File: config.mk
export PLATFORM = sky130hd
export DESIGN_NAME = seq_div32_flat
export DESIGN_NICKNAME = d
export VERILOG_FILES = /design/src/rtl/fp_div_pkg.sv /design/src/rtl/seq_div32_if.sv /design/src/rtl/cla_sub.sv /design/src/rtl/seq_div32.sv /design/src/flat_wrapper.sv
export SDC_FILE = /design/constraint.sdc
export NUM_CORES = 1
export LEC_CHECK = 0
export ABC_CLOCK_PERIOD_IN_PS = 2960
export CORE_UTILIZATION = 49
export DETAILED_ROUTE_END_ITERATION = 12
export GPL_TIMING_DRIVEN = 1
export PLACE_DENSITY = 0.77
export SYNTH_ARGS = -nofsm -noshare
export SYNTH_HDL_FRONTEND = slang
export SYNTH_SLANG_ARGS = --single-unit
File: constraint.sdc
create_clock -name clk -period 2.96 [get_ports clk]
set_input_delay 0.74 -clock clk [delete_from_list [all_inputs] [get_ports clk]]
set_output_delay 0.74 -clock clk [all_outputs]
set_load 0.02 [all_outputs]
File: src/rtl/fp_div_pkg.sv
// Shared constants and types for the sequential mantissa divider.
// Both the divider top and its handshake interface import this package.
package fp_div_pkg;

    localparam int DIV_WIDTH  = 32;
    localparam int CNT_WIDTH  = $clog2(DIV_WIDTH + 1);

    typedef enum logic [1:0] {
        IDLE = 2'd0,
        RUN  = 2'd1,
        DONE = 2'd2
    } state_e;

endpackage

File: src/rtl/seq_div32_if.sv
// Start/busy/done handshake and operand/result bus for seq_div32.
// The requester (master) drives start and operands; the divider (slave) drives status and results.
interface seq_div32_if
    import fp_div_pkg::*;
#(
    parameter int WIDTH = DIV_WIDTH
);
    // start is sampled only while the divider is idle; a start seen while busy is dropped.
    // done pulses for one cycle; quotient/remainder/div_by_zero stay valid until the next accepted start.
    logic             start;
    logic [WIDTH-1:0] dividend;
    logic [WIDTH-1:0] divisor;
    logic             busy;
    logic             done;
    logic [WIDTH-1:0] quotient;
    logic [WIDTH-1:0] remainder;
    logic             div_by_zero;

    modport master (
        output start, dividend, divisor,
        input  busy, done, quotient, remainder, div_by_zero
    );

    modport slave (
        input  start, dividend, divisor,
        output busy, done, quotient, remainder, div_by_zero
    );

endinterface

File: src/rtl/cla_sub.sv
// W-bit Kogge-Stone prefix-tree subtractor: diff = a - b, no_borrow = carry-out of a + ~b + 1.
// Purely combinational; the carry-in of 1 is folded into the bit-0 generate term.
module cla_sub #(
    parameter int W = 33
) (
    input  logic [W-1:0] a_i,
    input  logic [W-1:0] b_i,
    output logic [W-1:0] diff_o,
    output logic         no_borrow_o
);

    localparam int LVL = (W > 1) ? $clog2(W) : 1;

    logic [W-1:0] bn;
    logic [W-1:0] p;
    logic [W-1:0] g_pre;
    logic [W-1:0] p_pre;
    logic [W-1:0] g_nxt;
    logic [W-1:0] p_nxt;
    logic [W-1:0] carry;

    assign bn = ~b_i;
    assign p  = a_i ^ bn;

    always_comb begin
        g_pre    = a_i & bn;
        g_pre[0] = g_pre[0] | p[0];
        p_pre    = p;
        g_nxt    = '0;
        p_nxt    = '0;
        for (int l = 0; l < LVL; l++) begin
            g_nxt = g_pre;
            p_nxt = p_pre;
            for (int i = 0; i < W; i++) begin
                if (i >= (1 << l)) begin
                    g_nxt[i] = g_pre[i] | (p_pre[i] & g_pre[i - (1 << l)]);
                    p_nxt[i] = p_pre[i] & p_pre[i - (1 << l)];
                end
            end
            g_pre = g_nxt;
            p_pre = p_nxt;
        end
        // After the tree, g_pre[i] is the carry out of bit i including the carry-in.
        carry = {g_pre[W-2:0], 1'b1};
    end

    assign diff_o      = p ^ carry;
    assign no_borrow_o = g_pre[W-1];

endmodule

File: src/rtl/seq_div32.sv
// Sequential unsigned restoring divider: one trial subtraction and one quotient bit per cycle.
// A zero divisor skips the iteration and reports all-ones quotient with the dividend as remainder.
module seq_div32
    import fp_div_pkg::*;
(
    input  logic        clk,
    input  logic        rst,
    seq_div32_if.slave  div_if,
    output state_e      state_o
);

    localparam int W = DIV_WIDTH;

    state_e               state_q, state_d;
    logic [W:0]           r_q, r_d;
    logic [W-1:0]         q_q, q_d;
    logic [W-1:0]         d_q, d_d;
    logic [CNT_WIDTH-1:0] cnt_q, cnt_d;
    logic [W-1:0]         quot_q, quot_d;
    logic [W-1:0]         rem_q, rem_d;
    logic                 dbz_q, dbz_d;

    logic [W:0]           r_shift;
    logic [W:0]           trial;
    logic                 no_borrow;
    logic [W:0]           r_step;
    logic [W-1:0]         q_step;
    logic                 last_step;
    logic                 accept;
    logic                 unused_r_msb;

    // Partial remainder stays below the divisor, so its top bit never reaches the shift.
    assign r_shift      = {r_q[W-1:0], q_q[W-1]};
    assign unused_r_msb = r_q[W];

    cla_sub #(.W(W + 1)) u_sub (
        .a_i         (r_shift),
        .b_i         ({1'b0, d_q}),
        .diff_o      (trial),
        .no_borrow_o (no_borrow)
    );

    assign r_step    = no_borrow ? trial : r_shift;
    assign q_step    = {q_q[W-2:0], no_borrow};
    assign last_step = (cnt_q == CNT_WIDTH'(1));
    assign accept    = (state_q == IDLE) && div_if.start;

    always_ff @(posedge clk) begin
        if (rst) begin
            state_q <= IDLE;
            r_q     <= '0;
            q_q     <= '0;
            d_q     <= '0;
            cnt_q   <= '0;
            quot_q  <= '0;
            rem_q   <= '0;
            dbz_q   <= 1'b0;
        end else begin
            state_q <= state_d;
            r_q     <= r_d;
            q_q     <= q_d;
            d_q     <= d_d;
            cnt_q   <= cnt_d;
            quot_q  <= quot_d;
            rem_q   <= rem_d;
            dbz_q   <= dbz_d;
        end
    end

    always_comb begin
        state_d = state_q;
        unique case (state_q)
            IDLE: begin
                if (div_if.start) begin
                    state_d = (div_if.divisor == '0) ? DONE : RUN;
                end
            end
            RUN: begin
                if (last_step) begin
                    state_d = DONE;
                end
            end
            DONE:    state_d = IDLE;
            default: state_d = IDLE;
        endcase
    end

    always_comb begin
        r_d    = r_q;
        q_d    = q_q;
        d_d    = d_q;
        cnt_d  = cnt_q;
        quot_d = quot_q;
        rem_d  = rem_q;
        dbz_d  = dbz_q;
        if (accept) begin
            if (div_if.divisor == '0) begin
                quot_d = '1;
                rem_d  = div_if.dividend;
                dbz_d  = 1'b1;
            end else begin
                q_d   = div_if.dividend;
                d_d   = div_if.divisor;
                r_d   = '0;
                cnt_d = CNT_WIDTH'(W);
                dbz_d = 1'b0;
            end
        end else if (state_q == RUN) begin
            r_d   = r_step;
            q_d   = q_step;
            cnt_d = cnt_q - CNT_WIDTH'(1);
            if (last_step) begin
                quot_d = q_step;
                rem_d  = r_step[W-1:0];
            end
        end
    end

    always_comb begin
        div_if.busy        = (state_q != IDLE);
        div_if.done        = (state_q == DONE);
        div_if.quotient    = quot_q;
        div_if.remainder   = rem_q;
        div_if.div_by_zero = dbz_q;
        state_o            = state_q;
    end

endmodule

File: src/flat_wrapper.sv
// flat-port wrapper written by rule: the top's interface ports become plain ports
module seq_div32_flat import fp_div_pkg::*;
  (clk, rst, state_o, div_if_start, div_if_dividend, div_if_divisor, div_if_busy, div_if_done, div_if_quotient, div_if_remainder, div_if_div_by_zero);
  seq_div32_if div_if_i ();
  input  logic clk;
  input  logic rst;
  output state_e state_o;
  input wire logic [$bits(div_if_i.start)-1:0] div_if_start;
  input wire logic [$bits(div_if_i.dividend)-1:0] div_if_dividend;
  input wire logic [$bits(div_if_i.divisor)-1:0] div_if_divisor;
  output wire logic [$bits(div_if_i.busy)-1:0] div_if_busy;
  output wire logic [$bits(div_if_i.done)-1:0] div_if_done;
  output wire logic [$bits(div_if_i.quotient)-1:0] div_if_quotient;
  output wire logic [$bits(div_if_i.remainder)-1:0] div_if_remainder;
  output wire logic [$bits(div_if_i.div_by_zero)-1:0] div_if_div_by_zero;
  assign div_if_i.start = div_if_start;
  assign div_if_i.dividend = div_if_dividend;
  assign div_if_i.divisor = div_if_divisor;
  assign div_if_busy = div_if_i.busy;
  assign div_if_done = div_if_i.done;
  assign div_if_quotient = div_if_i.quotient;
  assign div_if_remainder = div_if_i.remainder;
  assign div_if_div_by_zero = div_if_i.div_by_zero;
  seq_div32 u_core (.clk(clk), .rst(rst), .div_if(div_if_i), .state_o(state_o));
endmodule
==> Word level (Yosys, flattened, before mapping) <==
Cells that the tools add are included.
{ "op_classes": {"n_addsub": 1, "eq_ne": 7, "mux": 23, "bitwise_logic": 365, "reduce_logical": 10} }
{ "ops": {"columns": ["operator", "count"], "rows": [
  ["32-bit two-way mux", 15],
  ["1-bit AND", 229],
  ["1-bit OR", 131],
  ["33-bit AND", 1],
  ["32-bit NOT with 33-bit output", 1],
  ["33-bit bitwise XOR", 1],
  ["32-bit logical NOT", 1],
  ["32-bit bitwise XOR", 1],
  ["6-bit two-way mux", 3],
  ["6-bit by 1-bit equality test with 1-bit output, second input constant", 1],
  ["2-bit two-way mux", 3],
  ["2-bit inequality test, second input constant", 3],
  ["2-bit AND reduction", 3],
  ["2-bit nonzero test", 3],
  ["6-bit by 1-bit subtractor with 6-bit output, second input constant", 1],
  ["2-bit one-hot mux with 2 select lines", 1],
  ["3-bit AND reduction", 1],
  ["2-bit by 1-bit equality test with 1-bit output, second input constant", 1],
  ["2-bit equality test, second input constant", 1],
  ["2-bit logical NOT", 1],
  ["2-bit by 1-bit inequality test with 1-bit output, second input constant", 1],
  ["1-bit logical AND", 1],
  ["1-bit two-way mux", 1],
  ["1-bit NOT", 1]
]} }
{ "word_totals": {"register_bits": 169, "input_bits": 67} }

==> Depth between registers and ports, before layout <==
{ "logic_depth": {"depth_word": 17, "ltp_mapped": 14, "ltp_nobuf": 13} }

==> Cells and area by module <==
A second synthesis with hierarchy kept.
{ "hier_totals": {"hier_cells": 1059, "hier_area_um2": 8913.5} }
{ "modules_own_cells": {"columns": ["module", "n_inst", "cells_per_inst", "area_per_inst_um2"], "rows": [
  ["seq_div32", 1, 776, 6965.4],
  ["cla_sub", 1, 283, 1948.1]
]} }

==> Worst setup path after synthesis <==
No wires, ideal clock.
{ "synth_timing": {"path_kind": "reg-to-reg", "start": "register u_core.d_q[21]", "end": "register u_core.rem_q[29], in the netlist u_core.div_if.remainder[29]", "setup_time_ps": 133, "arrival_time_ps": 2869, "t_required_ps": 2827, "setup_slack_ps": -42, "stages_incl_launch_ff": 14, "n_path_buf": 2, "period_less_slack_ps": 3002, "cell_sequence": "dfxtp_1 inv_1 ha_1 buf_2 nand4_1 or4_1 nand2b_1 a211oi_2 nor3b_2 or2_1 buf_2 or4_4 o211ai_2 o221ai_2"} }
{ "synth_via": {"elab_chain_cells": 15} }
{ "synth_rtl": {"columns": ["item", "line_no", "text"], "rows": [
  ["start: declaration", "seq_div32.sv:17", "logic [W-1:0] d_q, d_d;"],
  ["start signal: assignment", "seq_div32.sv:53", "d_q <= '0;"],
  ["start signal: assignment", "seq_div32.sv:62", "d_q <= d_d;"],
  ["32-bit NOT with 33-bit output *", "cla_sub.sv:22", "assign bn = ~b_i;"],
  ["33-bit AND", "cla_sub.sv:26", "g_pre = a_i & bn;"],
  ["1-bit AND", "cla_sub.sv:36", "g_nxt[i] = g_pre[i] | (p_pre[i] & g_pre[i - (1 << l)]);"],
  ["1-bit OR", "cla_sub.sv:36", null],
  ["1-bit AND", "cla_sub.sv:36", null],
  ["1-bit OR", "cla_sub.sv:36", null],
  ["1-bit AND or 1-bit OR (tied branches)", "cla_sub.sv:36", null],
  ["1-bit OR or 1-bit AND (tied branches)", "cla_sub.sv:36", null],
  ["1-bit OR (2 in series)", "cla_sub.sv:36", null],
  ["32-bit bitwise XOR or 1-bit OR (tied branches)", "cla_sub.sv:47, cla_sub.sv:36", null],
  ["32-bit two-way mux *", "seq_div32.sv:43", "assign r_step = no_borrow ? trial : r_shift;"],
  ["32-bit two-way mux *", "seq_div32.sv:112", "if (last_step) begin"],
  ["32-bit two-way mux *", "seq_div32.sv:108", "end else if (state_q == RUN) begin"],
  ["32-bit two-way mux *", "seq_div32.sv:96", "if (accept) begin"],
  ["end signal: assignment", "seq_div32.sv:65", "rem_q <= rem_d;"],
  ["end: declaration", "seq_div32.sv:20", "logic [W-1:0] rem_q, rem_d;"]
]} }
Mark *: on every way between the ends. The rest lies on a longest branch, timed or not. The select of a mux whose other input is x is not followed.
A chain may end at the register's enable or synchronous reset.

==> Final worst setup path <==
{ "layout_timing": {"start": "register u_core.r_q[23]", "end": "register u_core.rem_q[7], in the netlist u_core.div_if.remainder[7]"} }
{ "layout_via": {"elab_chain_cells": 13} }
{ "layout_rtl": {"columns": ["item", "line_no", "text"], "rows": [
  ["start: declaration", "seq_div32.sv:15", "logic [W:0] r_q, r_d;"],
  ["start signal: assignment", "seq_div32.sv:60", "r_q <= r_d;"],
  ["33-bit bitwise XOR", "cla_sub.sv:23", "assign p = a_i ^ bn;"],
  ["1-bit AND (on tied branches)", "cla_sub.sv:36, cla_sub.sv:37", null],
  ["1-bit OR, or another cell as far along", "cla_sub.sv:36", null],
  ["1-bit OR or 1-bit AND (tied branches)", "cla_sub.sv:36", null],
  ["1-bit OR", "cla_sub.sv:36", null],
  ["1-bit AND", "cla_sub.sv:36", null],
  ["1-bit OR (2 in series)", "cla_sub.sv:36", null],
  ["1-bit OR *", "cla_sub.sv:36", null],
  ["32-bit two-way mux *", "seq_div32.sv:43", null],
  ["32-bit two-way mux *", "seq_div32.sv:112", null],
  ["32-bit two-way mux *", "seq_div32.sv:108", null],
  ["32-bit two-way mux *", "seq_div32.sv:96", null]
]} }
Marked as above.

==> metrics <==
Slew HR 0.387; Non-Filler Instances 1538; Buffers on Ports 135; Reg clk slew, reported paths 70 ps; WP depth 12; CTS tree done; share of cells above drive strength 1 0.257; Hold Crit Class flop to flop; met2 Usage GRT 0.507; initial antenna violation count 0; Mapped Avg Cell Area 8.14 um2; Die ar. 18400 um2; final WL 28.4 mm; sequential share of power 0.242; Post-Synth Adder-Cell Area 0.0508; clk root buf clkbuf_16; Crit path arrival time 3290 ps; Synth Flop Type dfxtp_1; Die Wd 136 um; global route hottest layer met2; Hold WS 456 ps; H-tree levels 4; outcome finished with violations; Syn Nets 1179; Reg2Reg Launch Point u_core.r_q[23]$_SDFFE_PP0P_; dpl cells 1493; met1 usage 0.370; global-route wire length before repair 43.5 mm; largest net degree at the start of global routing 73; sequential fraction of the synthesis area 0.386; pwr/cell area 909 nW/um2; max incr delay on CP 510 ps; Sw Ratio 0.405; FF-to-FF End u_core.div_if.remainder[7]$_SDFFE_PP0P_; Overflow after GRT 0; most frequent cells in the layout 189 x nand2_1, 148 x dfxtp_1, 134 x clkdlybuf4s50_1; Initial Util 0.504; DR vias/cell 5.98; MaxCap Viol Count 0; Top Family by Delay on Critical Path simple AND/OR/NAND/NOR gates; DR WL/cell 18.5 um; Least-Margin Pin Slew 918 ps; mapped cell area 8770 um2; GR Util met3 0.0565; Final Hold Fails 0; combinational power share 0.559; Synth warnings 0; Peak Freq 336 MHz; GRT Overall Usage 0.302; crit path cell chain ha_4, nand2_2, or4_4, nand2b_4, a211oi_4, nor3b_4, buf_6, nor2_4, buf_4, mux2_2, o211ai_1, a21oi_1; Worst Path Buf+Inv 2; Critical Path Source Type flop; CTS Sinks 169; most common cell after layout, fill and taps aside nand2_1; synth unique cells 74; flop and latch count out of synthesis 169; XOR/XNOR share of the synthesized area 0.0280; Starting DRT DRC Count 714; VDD IR max 0.710 mV; DRC Markers 0; clk_lat worst skew 440 ps; Req. time, crit path 3280 ps; fin. max-slew vios 0; Int Pwr 6.75 mW; multiplexer area fraction after synthesis 0.0168; Critical path origin u_core.r_q[23]$_SDFFE_PP0P_; Static Leak 4.95 nW; CP max FO 5; number of synthesized flops with an enable pin 0; skew final 11.7 ps; clk buf depth 2; R2R depth 12; WS Path Type flop to flop; post-synthesis compound-gate area fraction 0.261; die height 136 um; largest family of logic cells by synthesized area compound AO/OA/AOI/OAI gates; # setup viols final 2; vias in the first global route 8675; Clk pwr share 0.200; Routed Antenna Nets 0; # diodes 0; first drt pass iteration count 5; CTS buffer count 17; Async SR Flop Fraction 0; Final Wtd Congestion 0.911; Final nets 1402; hpwl dp 19.4 mm; post-synthesis cell count 1077; hold buffers post-CTS 0; slowest CP cell or4_4; setup slack, reg-to-reg -20 ps; row count 48; final worst slack -19.5 ps; RSZ-0062 raised after global routing true; crit share post-route 1.01; failing checks negative setup slack; Layout area overhead 42.4%; core region area 17400 um2; Net Sw Power 4.60 mW; number of I/O pins 136; fin crit period 2980 ps; Crit. End Element flop; Worst Setup EP u_core.div_if.remainder[7]$_SDFFE_PP0P_; simple-gate area share of the yosys netlist 0.201; Via Count 9191
-- cells by family (layout without fill, tap and decap cells) --
logic type,after synthesis,in the layout
fa+ha+maj,35,35
mux,14,14
compound gates,311,311
buf+inv,124,360
simple gates,396,396
flops,169,169
xor+xnor,28,28
-- metrics by stage --
stage	instance area [um2]	power, mW	util	setup slack, ps	setup TNS (ps)
global route	12500	11.9	0.717	-183	-1160
finish	12500	11.4	0.717	-19.5	-24.5
global placement	11200	7.71	0.642	-206	-4920
CTS	11900	10.4	0.684	2.91	0
floorplan	8780	5.96	-	18.6	0
detailed placement	11200	7.77	0.642	-214	-11020
-- routing by layer --
metal / wire length [um] / up-vias / part of all wire
li1: - / 4350 / -
met1: 11800 / 4375 / 0.42
met2: 13800 / 379 / 0.49
met3: 1680 / 87 / 0.059
met4: 1140 / 0 / 0.040
met5: 0 / - / 0
-- repair_timing --
item                       4_1_cts  5_1_grt
gates resized for setup         18      107
pin swaps                        7       26
setup endpoints to repair       32       64
setup buffers                    4        7
cloned                           1        1
-- synthesized netlist by cell type, drive strengths merged, types with 6 or more instances --
cell    number  area, um2
xnor2       18        158
ha          34        425
or3         20        125
o211ai      17        133
a311oi      46        403
buf         14       81.3
and2         7       43.8
nand4       12       75.1
o21ai       29        145
inv         47        176
nor3        18       95.1
dfxtp      169       3380
xor2        10       87.6
nand3       19       95.1
o221a       33        372
o21bai       6       45.0
a21oi       99        495
mux2i        8       80.1
mux2         6       67.6
clkbuf      63        236
nand2b       6       37.5
a21o        14        105
nand2      198        743
o211a        8       80.1
nor2        86        330
nor4        10       62.6
a211oi      11       92.6
a31oi        8       50.1
-- worst min path at each step --
stage | startpoint | endpoint | cells after the start
2_1_floorplan | u_core.d_q[10]$_SDFFE_PP0P_ | u_core.d_q[10]$_SDFFE_PP0P_ | 2
3_3_place_gp | u_core.d_q[24]$_SDFFE_PP0P_ | u_core.d_q[24]$_SDFFE_PP0P_ | 2
3_5_place_dp | u_core.d_q[23]$_SDFFE_PP0P_ | u_core.d_q[23]$_SDFFE_PP0P_ | 2
4_1_cts | u_core.d_q[6]$_SDFFE_PP0P_ | u_core.d_q[6]$_SDFFE_PP0P_ | 2
5_1_grt | u_core.d_q[17]$_SDFFE_PP0P_ | u_core.d_q[17]$_SDFFE_PP0P_ | 2
6_report | u_core.d_q[26]$_SDFFE_PP0P_ | u_core.d_q[26]$_SDFFE_PP0P_ | 2
-- cell type report --
class / count / area (um2)
fillers: 1325 / 4930
multi-input cells: 784 / 5440
inverters: 47 / 176
well taps: 225 / 282
clock inverters: 15 / 174
flip-flops and latches: 169 / 3410
clock buffers: 17 / 425
repair buffers: 281 / 2580
-- flip-flops by register name, indices dropped and copies added, names as in the netlist --
name and flops:
u_core.div_if.div_by_zero 1, u_core.q_q 32, u_core.div_if.quotient 32, u_core.d_q 32, u_core.r_q 32, u_core.div_if.remainder 32, u_core.cnt_q 6, u_core.state_o 2
-- power groups by stage --
stage | logic, mW | clock network, mW | registers, mW
6_report | 6.34 | 2.27 | 2.74
5_1_grt | 6.77 | 2.39 | 2.76
4_1_cts | 5.43 | 2.28 | 2.69
3_5_place_dp | 5.03 | 0 | 2.74
3_3_place_gp | 4.97 | 0 | 2.74
2_1_floorplan | 3.25 | 0 | 2.71
-- worst register-to-register path: cells and delay by family, from the launching register on --
family | cells | cell delay, ps
DFF | 1 | 360
buffers and inverters | 2 | 300
muxes | 1 | 370
adders and majority gates | 1 | 290
AOI/OAI and AO/OA | 3 | 490
and+or+nand+nor | 5 | 1070
Power figures use the tool's default switching activity.
